===== src/rtl/corelet_ctrl_pkg.sv =====
// Shared types and constants for the corelet controller: FSM states,
// in_ctrl bit positions and the inst_w encodings.
package corelet_ctrl_pkg;

   typedef enum logic [3:0] {
      S_IDLE,
      S_W_L0,
      S_W_ARR,
      S_A_L0,
      S_EXEC,
      S_DRAIN,
      S_OF_RD,
      S_ACC,
      S_DONE
   } state_t;

   localparam int unsigned ADDR_W = 11;
   localparam int unsigned CTRL_W = 12;
   localparam int unsigned C_W    = 9;

   // in_ctrl bit positions
   localparam int unsigned B_L0_WR     = 2;
   localparam int unsigned B_L0_RD     = 3;
   localparam int unsigned B_OFIFO_RD  = 6;
   localparam int unsigned B_SFP_ACC   = 7;
   localparam int unsigned B_SFP_RELU  = 8;
   localparam int unsigned B_SFP_RESET = 10;
   localparam int unsigned B_SFP_SEL   = 11;

   // inst_w field, in_ctrl[1:0]
   localparam logic [1:0] INST_NONE  = 2'b00;
   localparam logic [1:0] INST_KLOAD = 2'b01;
   localparam logic [1:0] INST_EXEC  = 2'b10;

endpackage


===== src/rtl/corelet_ctrl_agu.sv =====
// Address generator: owns the kij (k), vector (t) and step (c) counters
// and derives every memory address from them with 11-bit wrapping math.
module corelet_ctrl_agu
   import corelet_ctrl_pkg::*;
#(
   parameter int unsigned col    = 8,
   parameter int unsigned w_base = 1024,
   parameter int unsigned o_base = 1536
) (
   input  logic              clk,
   input  logic              reset,
   input  logic [7:0]        i_len,
   input  logic              i_k_clr,
   input  logic              i_k_inc,
   input  logic              i_t_clr,
   input  logic              i_t_inc,
   input  logic              i_c_clr,
   input  logic              i_c_inc,
   output logic [3:0]        o_k,
   output logic [7:0]        o_t,
   output logic [C_W-1:0]    o_c,
   output logic [ADDR_W-1:0] o_xw_addr,
   output logic [ADDR_W-1:0] o_xa_addr,
   output logic [ADDR_W-1:0] o_of_addr,
   output logic [ADDR_W-1:0] o_acc_addr,
   output logic [ADDR_W-1:0] o_out_addr
);

   logic [3:0]     r_k;
   logic [7:0]     r_t;
   logic [C_W-1:0] r_c;

   // Counter updates; a clear always wins over an increment
   always_ff @(posedge clk) begin
      if (reset) begin
         r_k <= '0;
         r_t <= '0;
         r_c <= '0;
      end else begin
         if (i_k_clr)      r_k <= '0;
         else if (i_k_inc) r_k <= r_k + 4'd1;
         if (i_t_clr)      r_t <= '0;
         else if (i_t_inc) r_t <= r_t + 8'd1;
         if (i_c_clr)      r_c <= '0;
         else if (i_c_inc) r_c <= r_c + 9'd1;
      end
   end

   // Address arithmetic; ACC uses c-1 as the kij index of the psum read
   always_comb begin
      o_xw_addr  = ADDR_W'(w_base) + ADDR_W'(r_k) * ADDR_W'(col) + ADDR_W'(r_c);
      o_xa_addr  = ADDR_W'(r_k) * ADDR_W'(i_len) + ADDR_W'(r_c);
      o_of_addr  = ADDR_W'(r_k) * ADDR_W'(i_len) + ADDR_W'(r_t);
      o_acc_addr = (ADDR_W'(r_c) - ADDR_W'(1)) * ADDR_W'(i_len) + ADDR_W'(r_t);
      o_out_addr = ADDR_W'(o_base) + ADDR_W'(r_t);
   end

   assign o_k = r_k;
   assign o_t = r_t;
   assign o_c = r_c;

endmodule


===== src/rtl/corelet_ctrl.sv =====
// Corelet job sequencer: per kij loads weights and activations into L0,
// executes, drains, copies ofifo results to pmem, then accumulates all
// kij partial sums per vector into the final output region. Every output
// is a register; delayed strobes (l0_wr, psum sfp_acc) are derived from
// the registered read strobes so they land exactly one cycle later.
module corelet_ctrl
   import corelet_ctrl_pkg::*;
#(
   parameter int unsigned row       = 8,
   parameter int unsigned col       = 8,
   parameter int unsigned drain_cyc = 16,
   parameter int unsigned w_base    = 1024,
   parameter int unsigned o_base    = 1536
) (
   input  logic              clk,
   input  logic              reset,
   input  logic              start,
   input  logic [7:0]        len,
   input  logic [3:0]        n_kij,
   input  logic              relu_en,
   output logic              busy,
   output logic              done,
   output logic [CTRL_W-1:0] in_ctrl,
   output logic              xmem_cen,
   output logic [ADDR_W-1:0] xmem_addr,
   output logic              pmem_cen,
   output logic              pmem_wen,
   output logic [ADDR_W-1:0] pmem_addr
);

   if (row < 1 || col < 1 || drain_cyc < 1) begin : g_bad_param
      $error("corelet_ctrl: row, col and drain_cyc must be at least 1");
   end

   state_t              r_state, w_nxt;
   logic [7:0]          r_len;
   logic [3:0]          r_nkij;
   logic                r_relu;
   logic                r_busy, r_done, r_xcen, r_pcen, r_pwen;
   logic [CTRL_W-1:0]   r_ctrl, w_ctrl;
   logic [ADDR_W-1:0]   r_xaddr, r_paddr, w_xaddr, w_paddr;
   logic                w_xcen, w_pcen, w_pwen;
   logic                w_k_clr, w_k_inc, w_t_clr, w_t_inc, w_c_clr, w_c_inc;
   logic [3:0]          w_k;
   logic [7:0]          w_t;
   logic [C_W-1:0]      w_c, w_wr_p;
   logic [ADDR_W-1:0]   w_xw_addr, w_xa_addr, w_of_addr, w_acc_addr, w_out_addr;

   corelet_ctrl_agu #(
      .col    (col),
      .w_base (w_base),
      .o_base (o_base)
   ) u_agu (
      .clk        (clk),
      .reset      (reset),
      .i_len      (r_len),
      .i_k_clr    (w_k_clr),
      .i_k_inc    (w_k_inc),
      .i_t_clr    (w_t_clr),
      .i_t_inc    (w_t_inc),
      .i_c_clr    (w_c_clr),
      .i_c_inc    (w_c_inc),
      .o_k        (w_k),
      .o_t        (w_t),
      .o_c        (w_c),
      .o_xw_addr  (w_xw_addr),
      .o_xa_addr  (w_xa_addr),
      .o_of_addr  (w_of_addr),
      .o_acc_addr (w_acc_addr),
      .o_out_addr (w_out_addr)
   );

   // ACC step holding the final write: reset, n_kij reads, last-acc slot, optional relu
   assign w_wr_p = C_W'(r_nkij) + C_W'(2) + C_W'(r_relu);

   // State register
   always_ff @(posedge clk) begin
      if (reset) r_state <= S_IDLE;
      else       r_state <= w_nxt;
   end

   // Job parameters captured when a job is accepted
   always_ff @(posedge clk) begin
      if (reset) begin
         r_len  <= '0;
         r_nkij <= '0;
         r_relu <= 1'b0;
      end else if (r_state == S_IDLE && start) begin
         r_len  <= len;
         r_nkij <= n_kij;
         r_relu <= relu_en;
      end
   end

   // Next state, counter commands and next values of every output
   always_comb begin
      w_nxt   = r_state;
      w_ctrl  = '0;
      w_xcen  = 1'b1;
      w_xaddr = '0;
      w_pcen  = 1'b1;
      w_pwen  = 1'b1;
      w_paddr = '0;
      w_k_clr = 1'b0;
      w_k_inc = 1'b0;
      w_t_clr = 1'b0;
      w_t_inc = 1'b0;
      w_c_clr = 1'b0;
      w_c_inc = 1'b0;
      unique case (r_state)
         S_IDLE: begin
            w_k_clr = 1'b1;
            w_t_clr = 1'b1;
            w_c_clr = 1'b1;
            if (start) w_nxt = (len != 8'd0 && n_kij != 4'd0) ? S_W_L0 : S_DONE;
         end
         // col weight reads plus one slot for the trailing l0_wr
         S_W_L0: begin
            if (w_c < C_W'(col)) begin
               w_xcen  = 1'b0;
               w_xaddr = w_xw_addr;
            end
            if (w_c == C_W'(col)) begin
               w_c_clr = 1'b1;
               w_nxt   = S_W_ARR;
            end else w_c_inc = 1'b1;
         end
         S_W_ARR: begin
            w_ctrl[B_L0_RD] = 1'b1;
            w_ctrl[1:0]     = INST_KLOAD;
            if (w_c == C_W'(col - 1)) begin
               w_c_clr = 1'b1;
               w_nxt   = S_A_L0;
            end else w_c_inc = 1'b1;
         end
         S_A_L0: begin
            if (w_c < C_W'(r_len)) begin
               w_xcen  = 1'b0;
               w_xaddr = w_xa_addr;
            end
            if (w_c == C_W'(r_len)) begin
               w_c_clr = 1'b1;
               w_nxt   = S_EXEC;
            end else w_c_inc = 1'b1;
         end
         S_EXEC: begin
            w_ctrl[B_L0_RD] = 1'b1;
            w_ctrl[1:0]     = INST_EXEC;
            if (w_c == C_W'(r_len) - C_W'(1)) begin
               w_c_clr = 1'b1;
               w_nxt   = S_DRAIN;
            end else w_c_inc = 1'b1;
         end
         S_DRAIN: begin
            if (w_c == C_W'(drain_cyc - 1)) begin
               w_c_clr = 1'b1;
               w_t_clr = 1'b1;
               w_nxt   = S_OF_RD;
            end else w_c_inc = 1'b1;
         end
         S_OF_RD: begin
            case (w_c)
               C_W'(0): begin
                  w_ctrl[B_SFP_RESET] = 1'b1;
                  w_c_inc             = 1'b1;
               end
               C_W'(1): begin
                  w_ctrl[B_OFIFO_RD] = 1'b1;
                  w_ctrl[B_SFP_ACC]  = 1'b1;
                  w_c_inc            = 1'b1;
               end
               default: begin
                  w_pcen  = 1'b0;
                  w_pwen  = 1'b0;
                  w_paddr = w_of_addr;
                  w_c_clr = 1'b1;
                  if (w_t == r_len - 8'd1) begin
                     w_t_clr = 1'b1;
                     if (w_k == r_nkij - 4'd1) w_nxt = S_ACC;
                     else begin
                        w_k_inc = 1'b1;
                        w_nxt   = S_W_L0;
                     end
                  end else w_t_inc = 1'b1;
               end
            endcase
         end
         S_ACC: begin
            w_ctrl[B_SFP_SEL] = 1'b1;
            if (w_c == C_W'(0)) begin
               w_ctrl[B_SFP_RESET] = 1'b1;
               w_c_inc             = 1'b1;
            end else if (w_c <= C_W'(r_nkij)) begin
               w_pcen  = 1'b0;
               w_paddr = w_acc_addr;
               w_c_inc = 1'b1;
            end else if (w_c == w_wr_p) begin
               w_pcen  = 1'b0;
               w_pwen  = 1'b0;
               w_paddr = w_out_addr;
               w_c_clr = 1'b1;
               if (w_t == r_len - 8'd1) w_nxt = S_DONE;
               else                     w_t_inc = 1'b1;
            end else begin
               if (r_relu && w_c == C_W'(r_nkij) + C_W'(2)) w_ctrl[B_SFP_RELU] = 1'b1;
               w_c_inc = 1'b1;
            end
         end
         S_DONE:  w_nxt = S_IDLE;
         default: w_nxt = S_IDLE;
      endcase
      // Data from a read strobe issued last cycle is consumed this cycle
      w_ctrl[B_L0_WR] = ~r_xcen;
      if (~r_pcen & r_pwen) w_ctrl[B_SFP_ACC] = 1'b1;
   end

   // Output registers
   always_ff @(posedge clk) begin
      if (reset) begin
         r_busy  <= 1'b0;
         r_done  <= 1'b0;
         r_ctrl  <= '0;
         r_xcen  <= 1'b1;
         r_xaddr <= '0;
         r_pcen  <= 1'b1;
         r_pwen  <= 1'b1;
         r_paddr <= '0;
      end else begin
         r_busy  <= (w_nxt != S_IDLE);
         r_done  <= (w_nxt == S_DONE);
         r_ctrl  <= w_ctrl;
         r_xcen  <= w_xcen;
         r_xaddr <= w_xaddr;
         r_pcen  <= w_pcen;
         r_pwen  <= w_pwen;
         r_paddr <= w_paddr;
      end
   end

   assign busy      = r_busy;
   assign done      = r_done;
   assign in_ctrl   = r_ctrl;
   assign xmem_cen  = r_xcen;
   assign xmem_addr = r_xaddr;
   assign pmem_cen  = r_pcen;
   assign pmem_wen  = r_pwen;
   assign pmem_addr = r_paddr;

endmodule


===== config.mk =====
export PLATFORM = sky130hd
export DESIGN_NAME = corelet_ctrl
export DESIGN_NICKNAME = d
export VERILOG_FILES = /design/src/rtl/corelet_ctrl_pkg.sv /design/src/rtl/corelet_ctrl_agu.sv /design/src/rtl/corelet_ctrl.sv
export SDC_FILE = /design/constraint.sdc
export NUM_CORES = 1
export LEC_CHECK = 0
export ABC_AREA = 1
export CORE_UTILIZATION = 62
export CTS_CLUSTER_SIZE = 10
export DETAILED_ROUTE_END_ITERATION = 12
export GPL_ROUTABILITY_DRIVEN = 0
export PLACE_DENSITY_LB_ADDON = 0.25
export SYNTH_ARGS = -nofsm -noshare
export SYNTH_HDL_FRONTEND = slang
export SYNTH_SLANG_ARGS = --single-unit

===== constraint.sdc =====
create_clock -name clk -period 6.3 [get_ports clk]
set_input_delay 0.945 -clock clk [delete_from_list [all_inputs] [get_ports clk]]
set_output_delay 0.945 -clock clk [all_outputs]
set_load 0.03 [all_outputs]

* After elaboration in Yosys (flattened, before gate mapping) *
Index checks and enable logic that the tools add are counted.

storage, ports and cells
  bits in registers = 77
  input port bits = 16
  output and inout port bits = 39
  word-level logic and storage cells = 152

operators by class
  add/sub/neg operators = 15
  $mul = 2
  order comparisons = 3
  eq/ne operators = 18
  multiplexer cells = 72
  bitwise operators = 6
  reductions and logical operators = 17

operators with widths
  cell                                                 count
  two-way mux 11 bit                                   6
  two-way mux 4 bit                                    13
  one-hot mux 11 bit (2 select lines)                  2
  two-way mux 1 bit                                    39
  one-hot mux 4 bit (8 select lines)                   1
  adder 11 x 8 -> 11 bit                               2
  adder 11 x 9 -> 11 bit                               2
  equality test 9 x 4 -> 1 bit, second input constant  2
  equality test 9 bit                                  2
  equality test 4 x 3 -> 1 bit, second input constant  4
  OR reduction 2 bit                                   8
  adder 10 x 9 -> 11 bit, first input constant         1
  adder 11 x 7 -> 11 bit, first input constant         1
  multiplier 11 x 8 -> 11 bit                          1
  multiplier 4 x 8 -> 11 bit                           1
  subtractor 9 x 1 -> 10 bit, second input constant    1
  adder 9 x 1 -> 9 bit                                 1
  adder 9 x 1 -> 9 bit, second input constant          1
  equality test 9 x 1 -> 1 bit, second input constant  1
  equality test 9 x 3 -> 1 bit, second input constant  1
  equality test 9 x 5 -> 1 bit                         1
  equality test 9 x 8 -> 1 bit                         1
  <= comparator 9 x 4 -> 1 bit                         1
  zero test 9 bit                                      1
  27 further kinds                                     39

* Logic depth before layout (Yosys ltp) *
  word-level depth = 8
  depth in mapped cells = 28
  gate-level depth less buffers = 27

* Cells and area by module *
From an unflattened synthesis, not the netlist that was laid out.

unflattened totals
  cells, all modules = 1298
  area total of the unflattened synthesis = 8744.6 µm²

modules (own cells, without submodules)
  module            times used  cells an instance  area an instance (µm²)  seq. area each (µm²)
  corelet_ctrl_agu  1           744                5133.7                  420.4
  corelet_ctrl      1           554                3611.0                  1061.0

* Worst setup path after synthesis *
OpenSTA, ideal clock, no wires.

  path kind = register to register
  start point = register u_agu.r_c[0] (netlist: u_agu.o_c[0])
  end point = register r_paddr[10] (netlist: pmem_addr[10])
  setup time = 0.072 ns
  arrival time = 4.788 ns
  required time = 6.228 ns
  path slack = 1.440 ns
  cell stages (with the launch flop) = 27
  path buffers = 1
  period minus slack after synthesis = 4.860 ns
  cell sequence = dfxtp_1 buf_2 inv_1 ha_1 or2_2 nand2_1 inv_1 nand2_1 fa_1 fa_1 inv_1 fa_1 inv_1 fa_1 inv_1 ha_1 a21oi_1 o21ai_0 a31oi_1 inv_1 nand3_1 nand2_1 inv_1 nand2_1 nand3_1 nand2_1 a21oi_1

on the way
  cells in the longest elaborated chain, start to end = 6
  elaborated cells on any way between the ends = 13
  classes of those cells = 2 x add/sub; 1 x mul; 1 x order compare; 2 x eq/ne; 5 x mux; 2 x reduce/logical

ends and longest elaborated chain
  item                                     RTL line                text
  start, declared                          corelet_ctrl_agu.sv:31  logic [C_W-1:0] r_c;
  start signal, assigned                   corelet_ctrl_agu.sv:45  else if (i_c_inc) r_c <= r_c + 9'd1;
  subtractor 9 x 1 -> 10 bit               corelet_ctrl_agu.sv:54  o_acc_addr = (ADDR_W'(r_c) - ADDR_W'(1)) * ADDR_W'(i_len) + ADDR_W'(r_t);
  multiplier 11 x 8 -> 11 bit              corelet_ctrl_agu.sv:54
  adder 11 x 8 -> 11 bit                   corelet_ctrl_agu.sv:54
  two-way mux 11 bit                       corelet_ctrl.sv:193     end else if (w_c <= C_W'(r_nkij)) begin
  two-way mux 11 bit                       corelet_ctrl.sv:190     if (w_c == C_W'(0)) begin
  one-hot mux 11 bit (2 select lines) (*)  corelet_ctrl.sv:110     unique case (r_state)
  end signal, assigned                     corelet_ctrl.sv:236     r_paddr <= w_paddr;
  end, declared                            corelet_ctrl.sv:41      logic [ADDR_W-1:0] r_xaddr, r_paddr, w_xaddr, w_paddr;

Every way passes the cells marked *; elsewhere a longest branch is shown, timed or not.
A chain may end at the register's enable or synchronous reset.

* Worst setup path in the final report *
  start point = register u_agu.r_c[2] (netlist: u_agu.o_c[2])
  end point = register r_paddr[10] (netlist: pmem_addr[10])

The elaborated chain is that of the path after synthesis.

==> summary.md <==
| Metric | Value |
|---|---|
| Status | `completed` |
| Clk_skew | `5.93 ps` |
| Hold_buf cts | `0` |
| Critical path launch point type | `register` |
| Port bufs | `51` |
| Pleak | `4.86 nW` |
| Largest vdd supply drop | `0.141 mV` |
| Post-synth top area share | `0.174` |
| P per Cell Area | `220 nW/um^2` |
| Warnings from Yosys | `0` |
| Worst-margin pin slew | `995 ps` |
| WP data required | `6560 ps` |
| Layout cells sized above 1 | `0.0649` |
| Vias in the first global route | `7834` |
| Asr flop ratio synth | `0` |
| Post-synthesis cell count | `1268` |
| Final setup violation count | `0` |
| Total CTS buffers | `9` |
| Final HPWL DP | `19500 um` |
| Vias per inst | `5.67` |
| GRT Total Usage | `0.356` |
| Fmax | `0.188 GHz` |
| Pre-antenna DRT Iters | `6` |
| Worst Hold Path EP | `in_ctrl[2]$_SDFF_PP0_` |
| #FFs+latches synth | `74` |
| Routed WL per cell | `16.3 um` |
| Pins Over Slew Limit | `0` |
| Syn avg cell area | `6.73 um^2` |
| Max Cap Viol | `0` |
| Total core area | `13300 um^2` |
| Chip width | `119 um` |
| Post-synth EDFFs | `0` |
| P&R area growth vs syn | `10.0%` |
| Crit end category | `register` |
| CTS Sinks | `74` |
| Chip height | `119 um` |
| Clock slew at reported path FFs | `60 ps` |
| Worst Path Max Fanout | `15` |
| Die area | `14200 um^2` |
| Yosys top cell by area | `dfxtp_1` |
| Cell Area, Synth | `8530 um^2` |
| Pre-CTS setup slack | `1080 ps` |
| Initial antenna violation count | `0` |
| Post-route ant nets | `0` |
| FF-to-FF path depth | `27` |
| Largest cells by area after synthesis | `dfxtp_1, nand2_1, fa_1` |
| Tmin final | `5320 ps` |
| First-pass GRT wire length | `39100 um` |
| Max_slew headroom | `0.335` |
| Final #Nets | `1455` |
| CTS tree | `built` |
| Worst EP arrival | `5590 ps` |
| Critical path's most frequent cell | `inv_1` |
| Root Driver | `clkbuf_16` |
| Hold Crit Class | `reg2reg` |
| Via Count | `8420` |
| WS Path Type | `reg2reg` |
| Ports | `55` |
| Iteration-0 DRC Markers | `878` |
| Hold depth | `1` |
| Postcts setup bufs | `0` |
| Post-route setup slack | `976 ps` |
| TNS Setup | `0 ps` |
| H-tree depth | `3` |
| Starting Density | `0.639` |
| GRT Residual Overflow | `0` |
| Worst r2r src | `u_agu.o_c[2]$_SDFFE_PP0P_` |
| FF-to-FF setup slack | `980 ps` |
| Number of diodes | `0` |
| Crit-path max cell delay | `800 ps` |
| Row count | `42` |
| Slowest CP cell | `dfxtp_1` |
| Post-route DRC | `0` |
| Unrepaired setup endpoints after global routing | `false` |
| Fin. Hold Viols | `0` |
| Clk_lat worst skew | `350 ps` |
| Synth Flop Type | `dfxtp_1` |
| Hold Path Origin | `xmem_cen$_SDFF_PP1_` |
| Largest net degree at the start of global routing | `27` |
| Worst reg2reg endpoint | `pmem_addr[10]$_SDFF_PP0_` |
| Cell variety after synth | `51` |
| Routed WL | `24200 um` |
| Post-CTS sizing | `0` |
| Sequential-to-total area share from yosys stat | `0.174` |
| Clock buffer depth | `2` |
| Final Cycle Share | `0.845` |
-- power by group --
part           leakage [nW]  total [mW]  internal, mW  switching, mW
registers             0.600       0.514         0.481         0.0331
logic                  4.11        1.02         0.378          0.642
clock network         0.149       0.532         0.318          0.214
-- Yosys cell counts, types with 6 or more instances --
master,number
a21oi_1,81
nand2_2,8
inv_1,240
nor4_1,6
nor3_1,13
buf_6,9
nand2_1,303
ha_1,83
xor2_1,24
clkbuf_1,11
fa_1,52
nand3_1,75
inv_2,13
nor2_1,112
or2_2,7
nand4_1,22
dfxtp_1,74
a31oi_1,6
xnor2_1,11
nor2_2,11
o21ai_0,42
nor2_4,6
-- cell type report --
| type | instances | area, um^2 |
|---|---|---|
| Clock buffer | 10 | 239 |
| Clock inverter | 6 | 65.1 |
| Fill cell | 1169 | 3960 |
| Inverter | 256 | 967 |
| Multi-Input combinational cell | 909 | 5880 |
| Sequential cell | 74 | 1480 |
| Tap cell | 176 | 220 |
| Timing Repair Buffer | 54 | 533 |
-- per-stage QoR --
stage | utilization | hold slack (ps) | std cells | total power, mW | area (um^2)
2_1_floorplan | - | 449 | 1270 | 1.30 | 8540
3_3_place_gp | 0.681 | 394 | 1469 | 1.50 | 9080
3_5_place_dp | 0.681 | 405 | 1469 | 1.53 | 9080
4_1_cts | 0.703 | 410 | 1485 | 2.06 | 9390
5_1_grt | 0.703 | 412 | 1485 | 2.24 | 9390
6_report | 0.703 | 406 | 1485 | 2.07 | 9390
-- logic make-up (layout without fill, tap and decap cells) --
group / Yosys count / in the layout / share of synthesized area
other: 1 / 3 / 0.000439
XOR/XNOR: 36 / 36 / 0.0378
flip-flops: 74 / 74 / 0.174
adder cells (fa/ha/maj): 135 / 135 / 0.244
AO/OA/AOI/OAI: 154 / 154 / 0.100
buffers and inverters: 287 / 326 / 0.138
AND/OR/NAND/NOR: 581 / 581 / 0.306
-- worst max-delay path, delay by kind of cell, from the launching register on --
family                   cells  cell delay [ps]
AND/OR/NAND/NOR             10              810
AO/OA/AOI/OAI                4              550
buffers and inverters        8              700
adder cells (fa/ha/maj)      5             2340
flip-flops                   1              800
-- registers in the layout, indices dropped and copies added (netlist names) --
register   cells
u_agu.o_k      4
r_len          8
u_agu.o_t      8
done           1
xmem_cen       1
xmem_addr     11
u_agu.o_c      9
in_ctrl        9
r_nkij         4
busy           1
pmem_wen       1
pmem_cen       1
pmem_addr     11
r_relu         1
r_state        4
-- worst max-delay path by stage --
stage / startpoint / depth (start not counted) / slack, ps / to
after floorplan: u_agu.o_c[0]$_SDFFE_PP0P_ / 26 / 1440 / pmem_addr[10]$_SDFF_PP0_
after global placement: u_agu.o_c[1]$_SDFFE_PP0P_ / 24 / 1170 / pmem_addr[10]$_SDFF_PP0_
after detailed placement: u_agu.o_c[1]$_SDFFE_PP0P_ / 24 / 1080 / pmem_addr[10]$_SDFF_PP0_
after CTS: u_agu.o_c[1]$_SDFFE_PP0P_ / 25 / 1040 / pmem_addr[10]$_SDFF_PP0_
after global routing: u_agu.o_c[2]$_SDFFE_PP0P_ / 25 / 640 / pmem_addr[10]$_SDFF_PP0_
final: u_agu.o_c[2]$_SDFFE_PP0P_ / 27 / 980 / pmem_addr[10]$_SDFF_PP0_
-- cells in the final DEF (no fill, tap or decap), types with 4 or more instances in the layout --
| cell type | instances |
|---|---|
| nand2_1 | 303 |
| inv_1 | 240 |
| nor2_1 | 112 |
| ha_1 | 83 |
| a21oi_1 | 81 |
| nand3_1 | 75 |
| dfxtp_1 | 74 |
| fa_1 | 52 |
| clkdlybuf4s50_1 | 51 |
| o21ai_0 | 42 |
| xor2_1 | 24 |
| nand4_1 | 22 |
| inv_2 | 13 |
| nor3_1 | 13 |
| xnor2_1 | 11 |
| nor2_2 | 11 |
| clkbuf_16 | 9 |
| nand2_2 | 8 |
| or2_2 | 7 |
| nor2_4 | 6 |
| nor4_1 | 6 |
| a31oi_1 | 6 |
| o21ai_2 | 4 |
| o21ai_1 | 4 |
-- metal layers --
layer | vias up | routed length, um | part of all wire | track usage
li1 | 4041 | - | - | -
met1 | 3839 | 9530 | 0.39 | 0.445
met2 | 447 | 11000 | 0.45 | 0.576
met3 | 93 | 2410 | 0.099 | 0.0824
met4 | 0 | 1250 | 0.052 | 0.179
met5 | - | 0 | 0 | 0
Note: power is estimated with default switching activity, not from simulation.
